$ cat config.mk
export PLATFORM = sky130hd
export DESIGN_NAME = gat_bram_load_bridge
export DESIGN_NICKNAME = d
export VERILOG_FILES = /design/src/rtl/gat_bram_load_bridge.sv
export SDC_FILE = /design/constraint.sdc
export NUM_CORES = 1
export LEC_CHECK = 0
export ABC_AREA = 0
export CAP_MARGIN = 10
export CORE_MARGIN = 2
export CORE_UTILIZATION = 40
export DETAILED_ROUTE_END_ITERATION = 16
export DONT_BUFFER_PORTS = 1
export GPL_ROUTABILITY_DRIVEN = 0
export PLACE_DENSITY_LB_ADDON = 0.05
export SYNTH_ARGS = -nofsm -noshare
export SYNTH_HDL_FRONTEND = slang
export SYNTH_SLANG_ARGS = --single-unit
$ cat constraint.sdc
create_clock -name clk -period 7.8 [get_ports clk]
set_input_delay 0.39 -clock clk [delete_from_list [all_inputs] [get_ports clk]]
set_output_delay 0.39 -clock clk [all_outputs]
set_load 0.05 [all_outputs]
$ cat src/rtl/gat_bram_load_bridge.sv
// Host-to-accelerator BRAM loader: steers a byte-addressed write stream to N_CH channel BRAMs,
// tracks per-channel word counts for load_done, and serves a latency-matched feature readback.
module gat_bram_load_bridge #(
  parameter int TOP_WIDTH = 32,
  parameter int N_CH      = 3,
  parameter int CH_W      = 2,
  parameter int BRAM_AW   = 18,
  parameter int BRAM_DW   = 19,
  parameter int LEN_W     = 19,
  parameter int FEAT_AW   = 16,
  parameter int RD_LAT    = 2
) (
  input  logic                    clk,
  input  logic                    rst,
  input  logic                    load_start,
  input  logic [N_CH*LEN_W-1:0]   cfg_len,
  input  logic                    s_en,
  input  logic                    s_we,
  input  logic [CH_W-1:0]         s_ch,
  input  logic [BRAM_AW+1:0]      s_addr,
  input  logic [TOP_WIDTH-1:0]    s_din,
  output logic                    s_ready,
  output logic [N_CH-1:0]         bram_we,
  output logic [BRAM_AW-1:0]      bram_addr,
  output logic [BRAM_DW-1:0]      bram_din,
  output logic [N_CH-1:0]         load_done,
  output logic                    all_done,
  output logic [2:0]              err_flags,
  input  logic                    rd_en,
  input  logic [FEAT_AW+1:0]      rd_addr,
  output logic [FEAT_AW-1:0]      feat_addrb,
  input  logic [TOP_WIDTH-1:0]    feat_dout,
  output logic                    rd_valid,
  output logic [TOP_WIDTH-1:0]    rd_data
);

  localparam int CW = (LEN_W > BRAM_AW) ? LEN_W : BRAM_AW;

  typedef enum logic [1:0] {ST_IDLE, ST_LOAD, ST_DONE} state_t;

  state_t               state_q, state_d;
  logic [LEN_W-1:0]     len_q [N_CH];
  logic [LEN_W-1:0]     len_d [N_CH];
  logic [LEN_W-1:0]     cnt_q [N_CH];
  logic [LEN_W-1:0]     cnt_d [N_CH];
  logic [N_CH-1:0]      done_q, done_d;
  logic [N_CH-1:0]      we_q, we_d;
  logic [BRAM_AW-1:0]   addr_q, addr_d;
  logic [BRAM_DW-1:0]   din_q, din_d;
  logic [2:0]           err_q, err_d;

  logic [LEN_W-1:0]     sel_len;
  logic [BRAM_AW-1:0]   waddr;
  logic                 wr_req, ch_ok, aligned, in_range, accept;

  always_comb begin
    sel_len = '0;
    for (int c = 0; c < N_CH; c++) begin
      if (s_ch == CH_W'(c)) sel_len = len_q[c];
    end
  end

  // A load_start in the same cycle as a write wins: the write is dropped, not flagged.
  assign wr_req   = s_en & s_we & (state_q == ST_LOAD) & ~load_start;
  assign ch_ok    = (int'(s_ch) < N_CH);
  assign aligned  = (s_addr[1:0] == 2'b00);
  assign waddr    = s_addr[BRAM_AW+1:2];
  assign in_range = (CW'(waddr) < CW'(sel_len));
  assign accept   = wr_req & ch_ok & aligned & in_range;

  always_comb begin
    state_d = state_q;
    len_d   = len_q;
    cnt_d   = cnt_q;
    done_d  = done_q;
    err_d   = err_q;
    we_d    = '0;
    addr_d  = addr_q;
    din_d   = din_q;

    case (state_q)
      ST_IDLE: if (load_start) state_d = ST_LOAD;
      ST_LOAD: if (!load_start && (&done_q)) state_d = ST_DONE;
      ST_DONE: if (load_start) state_d = ST_LOAD;
      default: state_d = ST_IDLE;
    endcase

    if (load_start) begin
      err_d = '0;
      for (int c = 0; c < N_CH; c++) begin
        len_d[c]  = cfg_len[c*LEN_W +: LEN_W];
        cnt_d[c]  = '0;
        done_d[c] = (cfg_len[c*LEN_W +: LEN_W] == '0);
      end
    end else if (accept) begin
      addr_d = waddr;
      din_d  = s_din[BRAM_DW-1:0];
      for (int c = 0; c < N_CH; c++) begin
        if (s_ch == CH_W'(c)) begin
          we_d[c] = 1'b1;
          if (cnt_q[c] != len_q[c]) cnt_d[c] = cnt_q[c] + LEN_W'(1);
          // done registers alongside the write pulse so both appear in the same cycle
          if (cnt_d[c] == len_q[c]) done_d[c] = 1'b1;
        end
      end
    end else if (wr_req) begin
      if (!ch_ok)        err_d[0] = 1'b1;
      else if (!aligned) err_d[2] = 1'b1;
      else               err_d[1] = 1'b1;
    end
  end

  always_ff @(posedge clk or posedge rst) begin
    if (rst) begin
      state_q <= ST_IDLE;
      done_q  <= '0;
      we_q    <= '0;
      addr_q  <= '0;
      din_q   <= '0;
      err_q   <= '0;
      for (int c = 0; c < N_CH; c++) begin
        len_q[c] <= '0;
        cnt_q[c] <= '0;
      end
    end else begin
      state_q <= state_d;
      done_q  <= done_d;
      we_q    <= we_d;
      addr_q  <= addr_d;
      din_q   <= din_d;
      err_q   <= err_d;
      len_q   <= len_d;
      cnt_q   <= cnt_d;
    end
  end

  assign s_ready   = (state_q == ST_LOAD);
  assign all_done  = (state_q == ST_DONE);
  assign bram_we   = we_q;
  assign bram_addr = addr_q;
  assign bram_din  = din_q;
  assign load_done = done_q;
  assign err_flags = err_q;

  // Readback: RD_LAT counts the feature BRAM's own delay plus the capture register here,
  // so feat_dout is sampled one stage before the token leaves the pipe.
  logic [RD_LAT-1:0]    vld_q;
  logic [RD_LAT:0]      tok;
  logic [TOP_WIDTH-1:0] rdat_q;

  assign tok        = {vld_q, rd_en};
  assign feat_addrb = rd_addr[FEAT_AW+1:2];

  always_ff @(posedge clk or posedge rst) begin
    if (rst) begin
      vld_q  <= '0;
      rdat_q <= '0;
    end else begin
      vld_q <= tok[RD_LAT-1:0];
      if (tok[RD_LAT-1]) rdat_q <= feat_dout;
    end
  end

  assign rd_valid = vld_q[RD_LAT-1];
  assign rd_data  = rdat_q;

  logic unused_bits;
  assign unused_bits = ^{s_din[TOP_WIDTH-1:BRAM_DW], rd_addr[1:0]};

endmodule
# Yosys cells after proc, flatten, opt, wreduce, memory -nomap -nowiden
# Cells that the tools add are included.
[totals]
in_bits = 167
elab_cells = 119
ff_bits = 196
[classes]
n_addsub = 3
mux = 43
bitwise_logic = 7
n_eq_ne = 15
magnitude_cmp = 2
n_reduce_logical = 31
[op_table]
columns = ["operator", "count"]
rows = [
  ["2-to-1 mux 19 bit", 18],
  ["2-to-1 mux 57 bit", 2],
  ["adder 19 x 1 -> 19 bit, second input constant", 3],
  ["equality test 19 bit", 3],
  ["zero test 19 bit", 3],
  ["!= test 19 bit", 3],
  ["2-to-1 mux 3 bit", 7],
  ["nonzero test 2 bit", 10],
  ["less-than comparator 18 x 19 -> 1 bit", 1],
  ["AND reduction 3 bit", 5],
  ["2-to-1 mux 1 bit", 12],
  ["AND reduction 2 bit", 5],
  ["AND reduction 4 bit", 2],
  ["bitwise AND 1 bit", 6],
  ["zero test 2 bit", 3],
  ["2-to-1 mux 2 bit", 3],
  ["!= test 2 bit, second input constant", 3],
  ["equality test 2 x 1 -> 1 bit, second input constant", 2],
  ["equality test 2 bit, second input constant", 2],
  ["!= test 2 x 1 -> 1 bit, second input constant", 2],
  ["one-hot mux 2 bit (2 select lines)", 1],
  ["less-than comparator 2 bit, second input constant", 1],
  ["OR reduction 2 bit", 1],
  ["logical AND 1 bit", 1],
  ["other kinds (2)", 2],
]

# Depth between registers and ports, before layout
# Gate-level depths: netlist of run 1.
[logic_depth]
word_depth = 13
mapped_depth = 18
ltp_nobuf = 14

# Least setup slack after synthesis of run 1
# OpenSTA, ideal clock, no wires.
[synth_path]
path_type = "input to register"
start = "input port s_ch[1]"
end = "register addr_q[0] (netlist: bram_addr[0])"
path_stages = 15
arrival_ns = 3.734
path_slack_ns = 3.941
path_buffers = 5
required_time_ns = 7.675
cell_sequence = "buf_4 -> buf_1 -> buf_1 -> mux2i_1 -> nor2_1 -> a21oi_1 -> ha_1 -> and3_1 -> o211ai_2 -> or4_4 -> o22ai_4 -> nor2_2 -> buf_6 -> buf_6 -> mux2_4"
[synth_between]
elab_chain_cells = 7
[synth_lines]
columns = ["element", "line_no", "rtl"]
rows = [
  ["start, declared", "19", "input logic [CH_W-1:0] s_ch,"],
  ["zero test 2 bit", "59", "if (s_ch == CH_W'(c)) sel_len = len_q[c];"],
  ["2-to-1 mux 19 bit (3 in series)", "59", ""],
  ["less-than comparator 18 x 19 -> 1 bit", "68", "assign in_range = (CW'(waddr) < CW'(sel_len));"],
  ["bitwise AND 1 bit *", "69", "assign accept = wr_req & ch_ok & aligned & in_range;"],
  ["AND reduction 2 bit (no source line) *", "--", ""],
  ["end signal, assigned", "129", "addr_q <= addr_d;"],
  ["end, declared", "48", "logic [BRAM_AW-1:0] addr_q, addr_d;"],
]
# Mark *: on every way between the ends. The rest lies on a longest branch, timed or not.
# A chain may end at the register's enable or synchronous reset.

# Worst setup path after layout of run 1
[layout_path]
start = "register len_q[5] in the netlist's numbering"
end = "register cnt_q[11] in the netlist's numbering"
[layout_between]
elab_chain_cells = 8
[layout_lines]
columns = ["element", "line_no", "rtl"]
rows = [
  ["start, declared", "42", "logic [LEN_W-1:0] len_q [N_CH];"],
  ["start signal, assigned", "132", "len_q <= len_d;"],
  ["branches (longest 8 deep; another with less-than comparator 18 x 19 -> 1 bit)", "--", ""],
  ["end signal, assigned", "133", "cnt_q <= cnt_d;"],
  ["end, declared", "44", "logic [LEN_W-1:0] cnt_q [N_CH];"],
]
# Parallel ways; which one is timed is not known. The select of a mux whose other input is x is not followed.

==> results of run 1 <==
## per-stage QoR
| step | std cells | utilization, % | hold WS (ns) | setup WS [ns] | total power [W] |
|---|---|---|---|---|---|
| floorplan | 1083 | - | 0.3519 | 2.069 | 0.001714 |
| global placement | 1390 | 41.03 | 0.4216 | 4.146 | 0.001779 |
| detailed placement | 1390 | 41.03 | 0.4215 | 4.207 | 0.001782 |
| CTS | 1424 | 43.19 | 0.0009470 | 4.162 | 0.002697 |
| global route | 1424 | 43.19 | 0.02696 | 3.887 | 0.002778 |
| finish | 1424 | 43.19 | -0.004651 | 4.199 | 0.002658 |
## routing by layer
layer	GRT usage, %	vias up
met4	5.079	0
li1	-	3781
met5	0	-
met2	32.81	235
met1	30.86	4010
met3	5.062	23
## power groups by stage
| stage | Combinational, W | Sequential (W) | Clock (W) |
|---|---|---|---|
| floorplan | 0.000281 | 0.00143 | 0 |
| global placement | 0.000293 | 0.00149 | 0 |
| detailed placement | 0.000296 | 0.00149 | 0 |
| CTS | 0.000301 | 0.00147 | 0.000930 |
| global route | 0.000332 | 0.00148 | 0.000969 |
| finish | 0.000299 | 0.00146 | 0.000899 |
## cells by family after synthesis
group                      after synthesis  synth area share (%)
DFF                                    196                 43.53
muxes                                  147                 15.10
adders and majority gates               20                 2.221
and+or+nand+nor                        343                 16.44
xor gates and xnor gates               116                 9.149
AOI/OAI and AO/OA                      171                 9.527
buffers and inverters                   90                 4.031
## registers in the layout (all words and copies together) (netlist names), 3 cells and up
signal / count
load_done: 3
bram_addr: 18
rd_data: 32
bram_we: 3
err_flags: 3
len_q: 57
cnt_q: 57
bram_din: 19
## how the worst max path moves through the flow
stage                     startpoint      endpoint  slack (ns)  depth (start not counted)
after floorplan                  rst  bram_addr[0]        2.07                          1
after global placement       s_ch[0]     cnt_q[11]        4.15                         12
after detailed placement     s_ch[0]     cnt_q[41]        4.21                         12
after CTS                   len_q[5]     cnt_q[41]        4.16                         12
after global routing        len_q[5]     cnt_q[11]        3.89                         12
final                       len_q[5]     cnt_q[11]        4.20                         12
## area by class of cell
cell class / count / area share (%)
multi-input cells: 797 / 49.34
flip-flops and latches: 196 / 40.87
well taps: 378 / 3.941
clock buffers: 19 / 3.691
clock inverters: 13 / 1.157
inverters: 14 / 0.5213
repair buffers: 7 / 0.4796
## cell usage in the layout, fill, tap and decap left out, types with 5 or more instances in the layout
master	Yosys	final
a31oi_1	8	8
a41oi_1	5	5
nor4_1	20	20
and4_1	8	8
and3_1	13	13
mux2i_1	20	20
or3_1	10	10
buf_4	17	5
mux2_4	19	19
nand3_1	28	28
clkbuf_16	0	17
xnor2_1	56	56
nor2_1	91	91
nand2_1	59	59
o21ai_0	41	41
nor3_1	20	20
nor2b_1	7	7
mux2_2	107	107
o211ai_1	5	5
o31ai_1	9	9
nand2b_1	7	7
ha_1	20	20
dfrtp_1	196	196
and2_1	7	7
inv_8	0	7
o22ai_1	5	5
inv_1	12	11
a21oi_1	61	61
xor2_1	58	58
nand4_1	35	35
==> metrics.md, run 1 <==
| Metric | Value |
|---|---|
| Outcome | finished with violations |
| Violations in the final reports | negative hold slack |
| Buffer and inverter count on the worst path | 0 |
| IO buf count | 0 |
| Die Ht | 171.8 um |
| Syn Area/Cell | roughly 10 um^2 |
| # DRC | 0 |
| DRT Wirelength | 31970 um |
| First drt pass iteration count | 5 |
| Syn Inst Count | 1083 |
| Register area | 4905 um^2 |
| Clock latency on the worst-skew pair | 0.45 ns |
| PwrDens | 221.5 nW/um^2 |
| Layout cells sized above 1 | 18.36% |
| Worst-path clk slew | 0.08 ns |
| Netlist cell types | 76 |
| Switching Share | a little over a third |
| Comb pwr share | 11.2% |
| CTS sink count | 196 |
| Slowest-stage cell, CP | nor4_2 |
| VDD IR-drop max | 0.0001779 V |
| P_int | 0.001707 W |
| CTS tree | built |
| Vias per cell | ~5.7 |
| Metal3 WL | roughly 2000 um |
| Largest net degree at the start of global routing | 133 |
| Setup CP Type | flop to flop |
| Die width | 171.8 um |
| Critical-path cell list | mux2i_1 > nor2_1 > a21oi_1 > ha_1 > a41oi_1 > o21ai_0 > nor3_2 > o22ai_4 > nor4_2 > nand3_1 > xor2_1 > nor2_1 |
| Yosys warns | 0 |
| CP max FO | 7 |
| Predominant post-synthesis flop cell | dfrtp_1 |
| Arrival @ worst endpoint | 3.94 ns |
| Via count | roughly 8000 |
| Max Buffers Root-to-Sink | 2 |
| Sequential share of power | 54.9% |
| Top Metal Used | met4 |
| Clk root buf | clkbuf_16 |
| Vias in the first global route | 7837 |
| Die Area | 29530 um^2 |
| Total CTS buffers | 17 |
| Synth top cells by count | 196 x dfrtp_1, 107 x mux2_2, 91 x nor2_1 |
| Total core area | 27780 um^2 |
| Final Critical Period | 3.601 ns |
| Synth area leader | dfrtp_1 |
| Post-synthesis async set-or-reset flop share | 100.0% |
| Post-synthesis sequential area ratio | a little over two fifths |
| Syn-to-layout area delta | 6.496% |
| Multi-input gate area | between 5000 and 6000 um^2 |
| GRT overflow | 0 |
| Netlist area before placement | ~11000 um^2 |
| # diodes | 0 |
| Hold Vio Cnt, Final | 7 |
| Routed length on met2 | 14500 um |
| Global-route wire length before repair | 47380 um |
| Hold buffers post-CTS | 2 |
| Synth top area cells | dfrtp_1 44%, mux2_2 11%, xor2_1 4.5%, xnor2_1 4.4%, nor2_1 3.0% |
| Reg-to-reg endpoint | cnt_q[11] |
| Yosys reg bits | 196 |
| RSZ-0062 raised after global routing | false |
| Detail Route Antenna Nets | 0 |
| Max-cap viol count | 0 |
| Starting density of the core | 40.56% |
| Total track usage | a little over a fifth |
| Num ports | 264 |
| Post-CTS Setup Inserts | 0 |
| Count leader, synth | dfrtp_1 |
| Finished Cell Area | 12000 um^2 |
| Placed cell area | between 10000 and 15000 um^2 |
| 1st-iter DRT viols | 567 |
| Worst reg2reg startpoint | len_q[5] |
| Top cell type's share of synthesized area | 43.53% |
| M1 wire length | roughly 15000 um |
| Final Setup Violations | 0 |
| Syn_nets | 1270 |
| Crit path max-delay family | simple AND/OR/NAND/NOR gates |
| TNS Setup | 0 ns |
| Clock power share | 33.8% |
| FF-to-FF path depth | 12 |
| Pins Over Slew Limit | 0 |
| Crit path capture type | flop |
| Post_cts resized | 0 |
| Rows | between 60 and 70 |
| Routed len/inst | 22.45 um |
| Slack of the worst reg-to-reg path | 4.20 ns |
| DPL Wire Length | 23510 um |
| Worst Skew | 0.01573 ns |
| HP Class | input pin to asynchronous set/reset pin |
| CTS H-tree depth | 4 |
| Worst path required time | a little over 8 ns |
| Critical Path Start Type | flop |
| Slowest Stage Delay on Critical Path | 0.86 ns |
| Initial antenna violation count | 0 |
| Fin crit share | 46.17% |
| Worst-Margin Slew | between 1 and 1.5 ns |
| Number of fill cells | 2760 |
| CP most frequent cell | nor2_1 |
| FMAX | 277.7 MHz |
| Max-slew headroom | 27.69% |
| Leakage | 4.768 nW |
| EDFF count, synth | 0 |
| Switch Pwr | 0.0009515 W |
| Fin nets | 1220 |
| Hold_ws | -0.004651 ns |
Note: power is estimated with default switching activity, not from simulation.
==> run 2: changes to the inputs <==
Clock period 7.8 ns to 3.4 ns, I/O delays scaled along.
==> run 2 against run 1 <==
The flow now finishes without violations. Highest routed layer unchanged. Clock power is 140% higher. Critical path depth is 1 higher. Non-clock buffer count is 173 higher.
==> metrics.md, run 2 (synthesized netlist as in run 1, its figures left out) <==
| Metric | Value |
|---|---|
| Outcome | finished clean |
| Global-route wire length before repair | 51160 um (+8.0%) |
| Arrival @ worst endpoint | 3.62 ns (-0.32 ns) |
| Hold Vio Cnt, Final | 0 (-7) |
| Final Setup Violations | 0 (unchanged) |
| Max-cap viol count | 0 (unchanged) |
| Detail Route Antenna Nets | 0 (unchanged) |
| Worst-path clk slew | 0.08 ns (about the same) |
| Critical Path Start Type | flop |
| Via count | 8801 (+9.3%) |
| Rows | 61 (unchanged) |
| WHS Path Cells | 3 |
| Fin crit share | 95.86% (+50 points) |
| Final worst slack | 0.1408 ns (-4.058 ns) |
| Starting density of the core | 40.56% (unchanged) |
| # DRC | 0 (unchanged) |
| Total core area | 27780 um^2 (unchanged) |
| Die Ht | 171.8 um (unchanged) |
| Die width | 171.8 um (unchanged) |
| Most common cell after layout, fill and taps aside | dfrtp_1 |
| Syn-to-layout area delta | 21.95% |
| Number of fill cells | 2616 (-5.2%) |
| Leakage | 5.555 nW (+17%) |
| CP max FO | 9 (+2) |
| Most frequent cells in the layout | 195 x dfrtp_1, 134 x dlygate4sd3_1, 107 x mux2_2 |
| Vias in the first global route | 8567 (+9.3%) |
| DRT Wirelength | 34450 um (+7.8%) |
| Clk root buf | clkbuf_16 |
| CTS tree | built |
| TNS Setup | 0 ns (unchanged) |
| Die Area | 29530 um^2 (unchanged) |
| Layout cells sized above 1 | 19.36% (+1.0 points) |
| CTS sink count | 196 (unchanged) |
| Final Critical Period | 3.259 ns (-0.3423 ns) |
| Total track usage | 23.06% (+1.6 points) |
| FF-to-FF path depth | 13 (+1) |
| Num ports | 264 (unchanged) |
| DPL Wire Length | 24250 um (+3.1%) |
| Total CTS buffers | 17 (unchanged) |
| Worst Skew | 0.01704 ns (+0.001306 ns) |
| Pre-CTS WS | 0.1078 ns (-4.099 ns) |
| HP Class | input pin to flop |
| Largest net degree at the start of global routing | 110 (-17%) |
| Final core occ | 49.46% (+6.3 points) |
| Vias per cell | 5.504 (-2.6%) |
| PwrDens | 466.7 nW/um^2 (+110%) |
| Worst path required time | 3.76 ns (-4.38 ns) |
| IO buf count | 0 (unchanged) |
| RSZ-0062 raised after global routing | false |
| Max Buffers Root-to-Sink | 2 (unchanged) |
| FMAX | 306.8 MHz (+11%) |
| Initial antenna violation count | 2 (+2) |
| VDD IR-drop max | 0.0003288 V (+85%) |
| Pins Over Slew Limit | 0 (unchanged) |
| 1st-iter DRT viols | 551 (-2.8%) |
| Setup CP Type | flop to flop |
| Max-slew headroom | 30.07% (+2.4 points) |
| Crit path capture type | flop |
| Clock latency on the worst-skew pair | 0.45 ns (about the same) |
| Fin nets | 1393 (+14%) |
| Routed len/inst | 21.54 um (-4.0%) |
| First drt pass iteration count | 7 (+2) |
| CTS H-tree depth | 4 (unchanged) |
| GRT overflow | 0 (unchanged) |
| Worst-Margin Slew | 1.047 ns (-0.03554 ns) |
-- run 2: cell types whose count changed in the layout (fill, tap and decap cells not counted), moves of 2 or more --
cell           before  now
inv_8               7    2
bufinv_16           0    2
inv_6               3    5
buf_4               5   42
buf_16              0    2
diode_2             0    2
dlygate4sd3_1       2  134
buf_12              0    2
-- run 2: final timing paths --
kind / startpoint / end / slack (ns)
max: len_q[4] / cnt_q[13] / 0.14
min: cfg_len[52] / load_done[2] / 0.02
max reg2reg: len_q[4] / cnt_q[13] / 0.14
min reg2reg: state_q[1] / state_q[0] / 0.47
max in group asynchronous: rst / len_q[32] / 2.53
min in group asynchronous: rst / rd_data[1] / 0.36
-- run 2: cell type report --
| type | instances | area (um^2) | area share, % |
|---|---|---|---|
| Multi-Input combinational cell | 797 | 5927 | 43.13 |
| Sequential cell | 196 | 4906 | 35.70 |
| Timing Repair Buffer | 180 | 1752 | 12.75 |
| Tap cell | 378 | 473.0 | 3.442 |
| Clock buffer | 18 | 429.2 | 3.123 |
| Clock inverter | 14 | 191.4 | 1.393 |
| Inverter | 14 | 58.81 | 0.4279 |
| Antenna cell | 2 | 5.005 | 0.03642 |
-- run 2: power by group --
group	internal (W)	switching (W)	total, W
clock	0.00113	0.00104	0.00217
combinational	0.000503	0.000400	0.000903
sequential	0.00254	0.000799	0.00334
total	0.00417	0.00224	0.00641
-- run 2: layer usage --
metal,global-route usage [%],vias to the layer above,share of wire [%]
met2,35.38,284,45
met5,0,-,0
li1,-,4131,-
met4,6.686,0,1.8
met1,33.04,4346,47
met3,4.487,40,6.4
-- run 2: what timing repair did --
action / 4_1_cts / 5_1_grt
hold buffers: 135 / 0
hold endpoints to repair: 377 / 0
buffers inserted: 0 / 3
setup endpoints to repair: 0 / 27
resized for setup: 0 / 3
-- run 2: per-stage QoR --
| step | cell area (um^2) | std cells | hold slack [ns] | power [W] |
|---|---|---|---|---|
| floorplan | 11270 | 1083 | 0.2014 | 0.003934 |
| global placement | 11690 | 1426 | 0.2015 | 0.004109 |
| detailed placement | 11690 | 1426 | 0.2015 | 0.004119 |
| CTS | 13680 | 1593 | 0.004533 | 0.006456 |
| global route | 13740 | 1598 | 0.01385 | 0.006667 |
| finish | 13740 | 1599 | 0.01941 | 0.006413 |
-- run 2: critical path, cell delays in order, from the launching register on --
cell and delay [ns]:
dfrtp_1 0.39, mux2i_1 0.33, nor2_1 0.08, a21oi_1 0.15, ha_1 0.26, a41oi_1 0.23
o21ai_0 0.13, nor3_2 0.27, o22ai_4 0.17, or3_4 0.44, inv_4 0.11, nand2_4 0.10
or3_1 0.36, a21oi_1 0.14
==> run 3: changes to the inputs <==
Settings changed: CORE_MARGIN 2 to unset, CTS_BUF_LIST set to sky130_fd_sc_hd__clkbuf_4.
==> run 3 against run 2 <==
Maximum frequency increased by 0.65%. First-iteration DRC count down 7.8%. Via count decreased by 1.5%. Worst setup slack gained 0.021 ns. Register-to-register slack improved by 0.02 ns. Global-route usage grew 0.27 points. Clock skew up 0.020 ns. Critical path depth is the same. Wire length fell by 3.4%. Total power down 13%. Sequential share of layout area rose by 0.87 points. Worst hold slack improved by 0.031 ns. Critical path type unchanged. Critical endpoint unchanged. Highest routed layer unchanged.
==> metrics.md, run 3 (synthesized netlist as in run 1, its figures left out) <==
| Metric | Value |
|---|---|
| Hold Vio Cnt, Final | 0 (unchanged) |
| RSZ-0062 raised after global routing | false |
| Final core occ | 48.29% (-1.2 points) |
| CP most frequent cell | a21oi_1 |
| Clock latency on the worst-skew pair | 0.62 ns (+0.17 ns) |
| Largest net degree at the start of global routing | 115 (+4.5%) |
| # DRC | 0 (unchanged) |
| Switching Share | 38.17% (+3.3 points) |
| Initial antenna violation count | 2 (unchanged) |
| Pre-CTS WS | 0.1177 ns (+0.009947 ns) |
| First drt pass iteration count | 5 (-2) |
| Crit path max-delay family | simple AND/OR/NAND/NOR gates |
| Fin nets | 1392 (-0.072%) |
| Worst path required time | 3.93 ns (+0.17 ns) |
| CP max FO | 9 (unchanged) |
| Vias per cell | 5.426 (-1.4%) |
| Rows | 61 (unchanged) |
| Switch Pwr | 0.002128 W (-4.9%) |
| Layout cells sized above 1 | 19.39% (+0.032 points) |
| Comb pwr share | 16.3% (+2.2 points) |
| P_int | 0.003448 W (-17%) |
| Via count | 8666 (-1.5%) |
| FMAX | 308.8 MHz (+0.65%) |
| Total core area | 27780 um^2 (unchanged) |
| Hold path start | cfg_len[18] |
| CTS tree | built |
| Die Ht | 169.8 um (-1.2%) |
| CTS H-tree depth | 4 (unchanged) |
| Die width | 169.8 um (-1.2%) |
| Detail Route Antenna Nets | 0 (unchanged) |
| Final worst slack | 0.1620 ns (+0.02120 ns) |
| Worst-Margin Slew | 1.081 ns (+0.03415 ns) |
| Worst-path clk slew | 0.18 ns (+0.10 ns) |
| Arrival @ worst endpoint | 3.77 ns (+0.15 ns) |
| Fin crit share | 95.24% (-0.62 points) |
| Outcome | finished clean |
| Worst reg2reg startpoint | len_q[9] |
| Leakage | 5.395 nW (-2.9%) |
| CTS sink count | 196 (unchanged) |
| Starting density of the core | 40.56% (unchanged) |
| Max-slew headroom | 27.79% (-2.3 points) |
| Pins Over Slew Limit | 0 (unchanged) |
| Clk root buf | clkbuf_4 |
| Finished Cell Area | 13420 um^2 (-2.4%) |
| Total CTS buffers | 17 (unchanged) |
| Clock power share | 23.8% (-10 points) |
| Most frequent cells in the layout | 195 x dfrtp_1, 136 x dlygate4sd3_1, 107 x mux2_2 |
| GRT overflow | 0 (unchanged) |
| Critical-path cell list | mux2i_1 > nor2_1 > a21oi_1 > ha_1 > nand2_1 > o21ai_0 > a21oi_1 > o22ai_4 > or3_4 > inv_4 > nand2_4 > or3_1 > a21oi_1 |
| Max-cap viol count | 0 (unchanged) |
| PwrDens | 415.6 nW/um^2 (-11%) |
| Most common cell after layout, fill and taps aside | dfrtp_1 |
| Global-route wire length before repair | 50590 um (-1.1%) |
| Slowest Stage Delay on Critical Path | 0.47 ns (+0.03 ns) |
| Critical Path Start Type | flop |
| Max Buffers Root-to-Sink | 2 (unchanged) |
| Buffer and inverter count on the worst path | 1 (unchanged) |
| Final Setup Violations | 0 (unchanged) |
| Worst Skew | 0.03734 ns (+0.02030 ns) |
| Setup CP Type | flop to flop |
| Final Critical Period | 3.238 ns (-0.02120 ns) |
| Crit path capture type | flop |
| Die Area | 28850 um^2 (-2.3%) |
| VDD IR-drop max | 0.0002389 V (-27%) |
| Sequential share of power | 59.9% (+7.8 points) |
| TNS Setup | 0 ns (unchanged) |
| HP Class | input pin to flop |
| Total track usage | 23.33% (+0.27 points) |
| Slack of the worst reg-to-reg path | 0.16 ns (+0.02 ns) |
| Slowest-stage cell, CP | mux2i_1 |
| 1st-iter DRT viols | 508 (-7.8%) |
| Routed len/inst | 20.83 um (-3.3%) |
| Vias in the first global route | 8509 (-0.68%) |
| Crit path from | len_q[9] |
| IO buf count | 0 (unchanged) |
| Num ports | 264 (unchanged) |
| Number of fill cells | 2647 (+1.2%) |
| DPL Wire Length | 24060 um (-0.78%) |
| Placed cell area | 11680 um^2 (about the same) |
| Syn-to-layout area delta | 19.05% |
| DRT Wirelength | 33270 um (-3.4%) |
## run 3: changes by cell type in the layout (fill, tap and decap cells not counted), sizes merged
cell	previous run	this run
clkinv	4	6
buf	46	43
clkinvlp	2	1
bufinv	2	1
dlygate4sd3	134	136
clkbuf	18	17
## run 3: repair_timing
action	in CTS	in global routing
hold buffers	137	0
setup endpoints to repair	0	56
resized for setup	0	8
endpoints found under the hold margin	221	0
buffers inserted	0	2
## run 3: power by group through the flow
stage	sequential, W	combinational (W)	clock [W]
finish	0.00334	0.000910	0.00133
CTS	0.00334	0.000902	0.00139
detailed placement	0.00339	0.000730	0
floorplan	0.00329	0.000645	0
global placement	0.00339	0.000723	0
global route	0.00337	0.000994	0.00148
## run 3: worst paths after layout
path / to / cells past startpoint
worst max-delay path: cnt_q[13] / 13
worst min-delay path: load_done[0] / 5
worst max register to register: cnt_q[13] / 13
worst min register to register: state_q[0] / 1
max in group asynchronous: rd_data[9] / 3
min in group asynchronous: len_q[49] / 2
## run 3: per-stage QoR
stage          cells  hold WS (ns)  power [W]
3_5_place_dp    1425        0.1995   0.004117
3_3_place_gp    1425        0.1949   0.004110
2_1_floorplan   1083        0.2014   0.003934
5_1_grt         1596      0.003722   0.005847
6_report        1597       0.05090   0.005576
4_1_cts         1593      0.003189   0.005639
## run 3: tightest hold or removal path, delay by kind of cell
family / cells / cell delay, ns
compound gates: 3 / 0.28
simple gates: 2 / 0.19
## run 3: area by class of cell
type | instances | area, um^2 | area share, %
inverters | 14 | 58.81 | 0.4383
diodes | 2 | 5.005 | 0.03731
multi-input cells | 797 | 5952 | 44.37
clock buffers | 17 | 127.6 | 0.9513
well taps | 378 | 473.0 | 3.525
clock inverters | 14 | 163.9 | 1.222
repair buffers | 179 | 1729 | 12.89
flip-flops and latches | 196 | 4906 | 36.57
## run 3: routing by layer
| layer | global-route usage [%] | routed length [um] | share of wire [%] |
|---|---|---|---|
| met5 | 0 | 0 | 0 |
| met4 | 5.562 | 391 | 1.2 |
| met3 | 5.163 | 1838 | 5.5 |
| met2 | 36.76 | 15430 | 46 |
| met1 | 32.48 | 15610 | 47 |
